## config.mk

```make
export PLATFORM = sky130hd
export DESIGN_NAME = game_fsm
export DESIGN_NICKNAME = d
export VERILOG_FILES = /design/src/rtl/game_defs.sv /design/src/rtl/click_edge.sv /design/src/rtl/game_fsm.sv
export SDC_FILE = /design/constraint.sdc
export NUM_CORES = 1
export LEC_CHECK = 0
export ABC_AREA = 1
export BUFFER_PORTS_ARGS = -buffer_cell sky130_fd_sc_hd__buf_2
export CAP_MARGIN = 20
export CORE_AREA = 2 2 72 74
export CTS_CLUSTER_DIAMETER = 200
export DETAILED_ROUTE_END_ITERATION = 6
export DIE_AREA = 0 0 74 76
export PLACE_DENSITY = 0.71
export SETUP_SLACK_MARGIN = 0.05
export SYNTH_ARGS = -nofsm -noshare
export SYNTH_HDL_FRONTEND = slang
export SYNTH_SLANG_ARGS = --single-unit
```

## constraint.sdc

```tcl
create_clock -name clk -period 2.2 [get_ports clk]
set_clock_uncertainty 0.15 [all_clocks]
set_input_delay 0 -clock clk [delete_from_list [all_inputs] [get_ports clk]]
set_output_delay 0 -clock clk [all_outputs]
set_load 0.005 [all_outputs]
```

## src/rtl/game_defs.sv

```systemverilog
// Shared game definitions: state encodings seen by the timer and display stages,
// plus default timing constants and a counter-width helper.
package game_defs;

  typedef enum logic [1:0] {
    ST_START = 2'b00,
    ST_INSTR = 2'b01,
    ST_GAME  = 2'b10,
    ST_SCORE = 2'b11
  } game_state_t;

  localparam int DEF_CLK_FREQ   = 100_000_000;
  localparam int DEF_GAME_TIME  = 60;
  localparam int DEF_SCORE_TIME = 5;
  localparam int DEF_SCORE_W    = 8;

  // Never returns 0 so a degenerate one-cycle hold still yields a legal vector.
  function automatic int cnt_width(input int n);
    return (n > 1) ? $clog2(n) : 1;
  endfunction

endpackage

```

## src/rtl/click_edge.sv

```systemverilog
// Rising-edge detector for a synchronous button level. The history flop resets
// to 1 so a button held through reset release never produces a click.
module click_edge (
  input  logic clk,
  input  logic rst,
  input  logic btn,
  output logic click
);

  logic btn_d;

  always_ff @(posedge clk or posedge rst) begin
    if (rst) btn_d <= 1'b1;
    else     btn_d <= btn;
  end

  assign click = btn & ~btn_d;

endmodule

```

## src/rtl/game_fsm.sv

```systemverilog
// Top-level game state controller: START -> INSTR -> GAME -> SCORE -> START,
// round hit counter with saturation, and timed auto-return from the SCORE screen.
module game_fsm
  import game_defs::*;
#(
  parameter int CLK_FREQ   = DEF_CLK_FREQ,
  parameter int SCORE_TIME = DEF_SCORE_TIME,
  parameter int SCORE_W    = DEF_SCORE_W
) (
  input  logic               clk,
  input  logic               rst,
  input  logic               mouse_left,
  input  logic               target_hit,
  input  logic               end_of_time,
  output logic [1:0]         state_out,
  output logic [SCORE_W-1:0] score,
  output logic               game_start
);

  localparam int SCORE_CYCLES = CLK_FREQ * SCORE_TIME;
  localparam int CW           = cnt_width(SCORE_CYCLES);
  localparam logic [CW-1:0] SCORE_LAST = CW'(SCORE_CYCLES - 1);

  // Inputs are single-cycle pulses or levels sampled at every posedge; there is
  // no handshake, so a pulse is acted on in exactly the cycle it is high.
  logic               click;
  game_state_t        state, state_nxt;
  logic [SCORE_W-1:0] score_nxt;
  logic               game_start_nxt;
  logic [CW-1:0]      cnt, cnt_nxt;

  click_edge u_click_edge (
    .clk   (clk),
    .rst   (rst),
    .btn   (mouse_left),
    .click (click)
  );

  always_ff @(posedge clk or posedge rst) begin
    if (rst) begin
      state      <= ST_START;
      score      <= '0;
      game_start <= 1'b0;
      cnt        <= '0;
    end else begin
      state      <= state_nxt;
      score      <= score_nxt;
      game_start <= game_start_nxt;
      cnt        <= cnt_nxt;
    end
  end

  always_comb begin
    state_nxt      = state;
    score_nxt      = score;
    game_start_nxt = 1'b0;
    cnt_nxt        = '0;
    case (state)
      ST_START: if (click) state_nxt = ST_INSTR;
      ST_INSTR: begin
        if (click) begin
          state_nxt      = ST_GAME;
          score_nxt      = '0;
          game_start_nxt = 1'b1;
        end
      end
      ST_GAME: begin
        // A hit coinciding with end_of_time still counts.
        if (target_hit && (score != '1)) score_nxt = score + 1'b1;
        if (end_of_time) state_nxt = ST_SCORE;
      end
      ST_SCORE: begin
        if (click || (cnt == SCORE_LAST)) state_nxt = ST_START;
        else                              cnt_nxt   = cnt + 1'b1;
      end
      default: state_nxt = ST_START;
    endcase
  end

  assign state_out = state;

endmodule

```

==> results.md <==
- First-pass GRT wire length: 9710 um
- Syn_nets: 380
- Hold WC Path Type: in2reg
- Grt met3 use: 4.63%
- Post-CTS setup buffers: 0
- Num CTS Buffers: 5
- Vias per cell: 5.02
- Worst-path clk slew: 0.09 ns
- Crit start category: flip-flop
- Post-Synth Adder-Cell Area: 2.94%
- Die width: 74 um
- Clk Tree Root Cell: clkbuf_8
- N_diodes: 0
- CTS sink cnt: 41
- Post-synthesis xor/xnor area fraction: 4.11%
- Power Density: 639 nW/um2
- DRT Pass-1 Iters: 5
- RSZ-0062 raised after global routing: no
- Total congestion overflow: 0
- Largest family of logic cells by synthesized area: simple AND/OR/NAND/NOR gates
- Layout Nets: 406
- Cells along the critical path: ha_1 -> nand2_1 -> nor2_2 -> nand3_2 -> inv_2 -> nand3_4 -> nand2_4 -> nand2_1 -> nand2_1 -> nand2_1
- Avg Cell Area, Syn: 6.93 um2
- Die height: 76 um
- Fmax: 536 MHz
- Met2 usage: 30.8%
- Setup ws final: 0.333 ns
- Power Total: 1.82 mW
- DR WL/cell: 12.0 um
- Setup crit start: cnt[0]
- H-tree levels: 2
- ANT nets after route: 0
- R2R Setup Slk: 0.33 ns
- VDD IR max: 527 uV
- Std-Cell Rows: 26
- Largest net degree at the start of global routing: 42
- Final setup vio count: 0
- RR Endpoint: state_out[0]
- Post-synthesis cell count: 369
- Vias in the first global route: 2084
- Slowest CP cell: dfrtp_1
- Core ar.: 4910 um2
- Setup TNS: 0 ns
- CTS tree: yes
- WS Path Type: reg2reg
- Netlist Area Pre-Place: 2560 um2
- Slew margin rel.: 64.9%
- Yosys reg bits: 41
- WL final: 5600 um
- Tmin final: 1.87 ns
- R2R depth: 10
- I/O pin cnt: 16
- Hold buffer count at cts: 4
- Vias: 2341
- Routability cong.: 0.904
- Critical Path RT: 2.25 ns
- Status: complete, no violations
- DR DRC count: 0
- Antenna violations before repair: 0
- Crit path largest cell delay: 0.40 ns
- RR Startpoint: cnt[0]
- GR Util All Layers: 22.2%
- Clk Latency, worst-skew pair: 0.30 ns
- Initial DRC count: 131
- Period utilisation layout: 84.9%
- Cell mode on critical path: nand2_1
- Worst path depth: 10
- Full die area: 5620 um2
- Starting Density: 52.1%
- Leakage power: 1.26 nW
- Slew @ Worst Pin: 0.527 ns
- CTS Buffer Depth: 2
- Dpl ws: 0.346 ns
- Warnings, synthesis: 0
- Simple-gate portion of the synthesized area: 42.9%
- Compound-gate portion of the synthesized area: 2.45%
- Mux cell area share after synthesis: 0%
- Port bufs: 15
- Critical path endpoint: state_out[0]
- Max Fanout on Critical Path: 21
- Hold Vio Cnt, Final: 0
- Slew Limit Fails: 0
- GRT Max-Usage Layer: met1
- Seq/Total Area, Yosys: 40.2%
- Global Route met1 Usage: 35.1%
- Share of cells above drive strength 1: 10.6%
- Area grow syn2layout: 11.2%
- Synth cell types: 29
- Critical path arrival: 1.92 ns
- Maxcap violations: 0
- Endpoint class of the critical path: flip-flop
- Post-cts repair resize count: 0
- CP top delay family: simple AND/OR/NAND/NOR gates
- Crit path buf inv count: 1
- Post-DP HPWL: 4200 um
==> area by class of cell <==
type | instances | area (um2)
Inverter | 46 | 173
Sequential cell | 41 | 1030
Clock inverter | 3 | 17.5
Clock buffer | 5 | 68.8
Timing Repair Buffer | 21 | 130
Tap cell | 70 | 87.6
Multi-Input combinational cell | 280 | 1340
Fill cell | 462 | 2070
==> power by group <==
group | internal, mW | switching, mW | total (mW)
sequential | 0.798 | 0.0488 | 0.847
clock | 0.219 | 0.271 | 0.491
combinational | 0.154 | 0.326 | 0.479
total | 1.17 | 0.646 | 1.82
==> cells in the mapped netlist (all sizes together) <==
cell type	number	area [um2]
a31oi	1	6.26
nand3b	2	15.0
o21ai	3	18.8
dfrtp	40	1000
xnor2	4	35.0
nand4	7	43.8
nand2	113	442
nor3b	2	15.0
nor3	18	95.1
o21bai	1	7.51
clkinv	1	3.75
ha	6	75.1
inv	45	169
nand3	25	148
nor2	84	338
buf	2	18.8
xor2	8	70.1
a21oi	6	30.0
dfstp	1	26.3
==> cell families after synthesis <==
logic type	count (synthesis)
buffers and inverters	48
DFF	41
and+or+nand+nor	251
AOI/OAI and AO/OA	11
xor gates and xnor gates	12
adders and majority gates	6
==> worst min path at each step <==
stage	slack (ns)	end	startpoint	cells after the start
2_1_floorplan	-0.15	u_click_edge.btn_d	mouse_left	0
6_report	0.21	u_click_edge.btn_d	mouse_left	2
3_3_place_gp	-0.04	u_click_edge.btn_d	mouse_left	1
4_1_cts	0.19	u_click_edge.btn_d	mouse_left	2
5_1_grt	0.20	u_click_edge.btn_d	mouse_left	2
3_5_place_dp	-0.03	u_click_edge.btn_d	mouse_left	1
==> flip-flops by register name, summed over array words and instances (netlist names) <==
register            flops
score                   8
u_click_edge.btn_d      1
cnt                    29
game_start              1
state_out               2
==> metrics by stage <==
stage | instances | utilization (%) | cell area [um2] | hold WS, ns
6_report | 466 | 57.9 | 2840 | 0.209
3_3_place_gp | 454 | 55.3 | 2720 | -0.0352
3_5_place_dp | 454 | 55.3 | 2720 | -0.0328
2_1_floorplan | 369 | - | 2560 | -0.146
5_1_grt | 466 | 57.9 | 2840 | 0.202
4_1_cts | 466 | 57.9 | 2840 | 0.190
==> layer usage <==
layer  up-vias  routed length [um]
li1       1200                   -
met5         -                   0
met1      1057                2850
met3         6                 336
met2        78                2360
met4         0                  62
==> cell usage in the layout, fill, tap and decap left out, drive strengths merged <==
master / count
buf: 17
dfstp: 1
inv: 44
o21ai: 3
nand3b: 2
dfrtp: 40
a31oi: 1
nand3: 25
clkbuf: 5
clkinvlp: 1
dlygate4sd3: 4
ha: 6
xor2: 8
a21oi: 6
clkinv: 4
o21bai: 1
nand2: 113
nor3: 18
nand4: 7
xnor2: 4
nor2: 84
nor3b: 2
No activity file was read; power rests on OpenSTA's default activity.
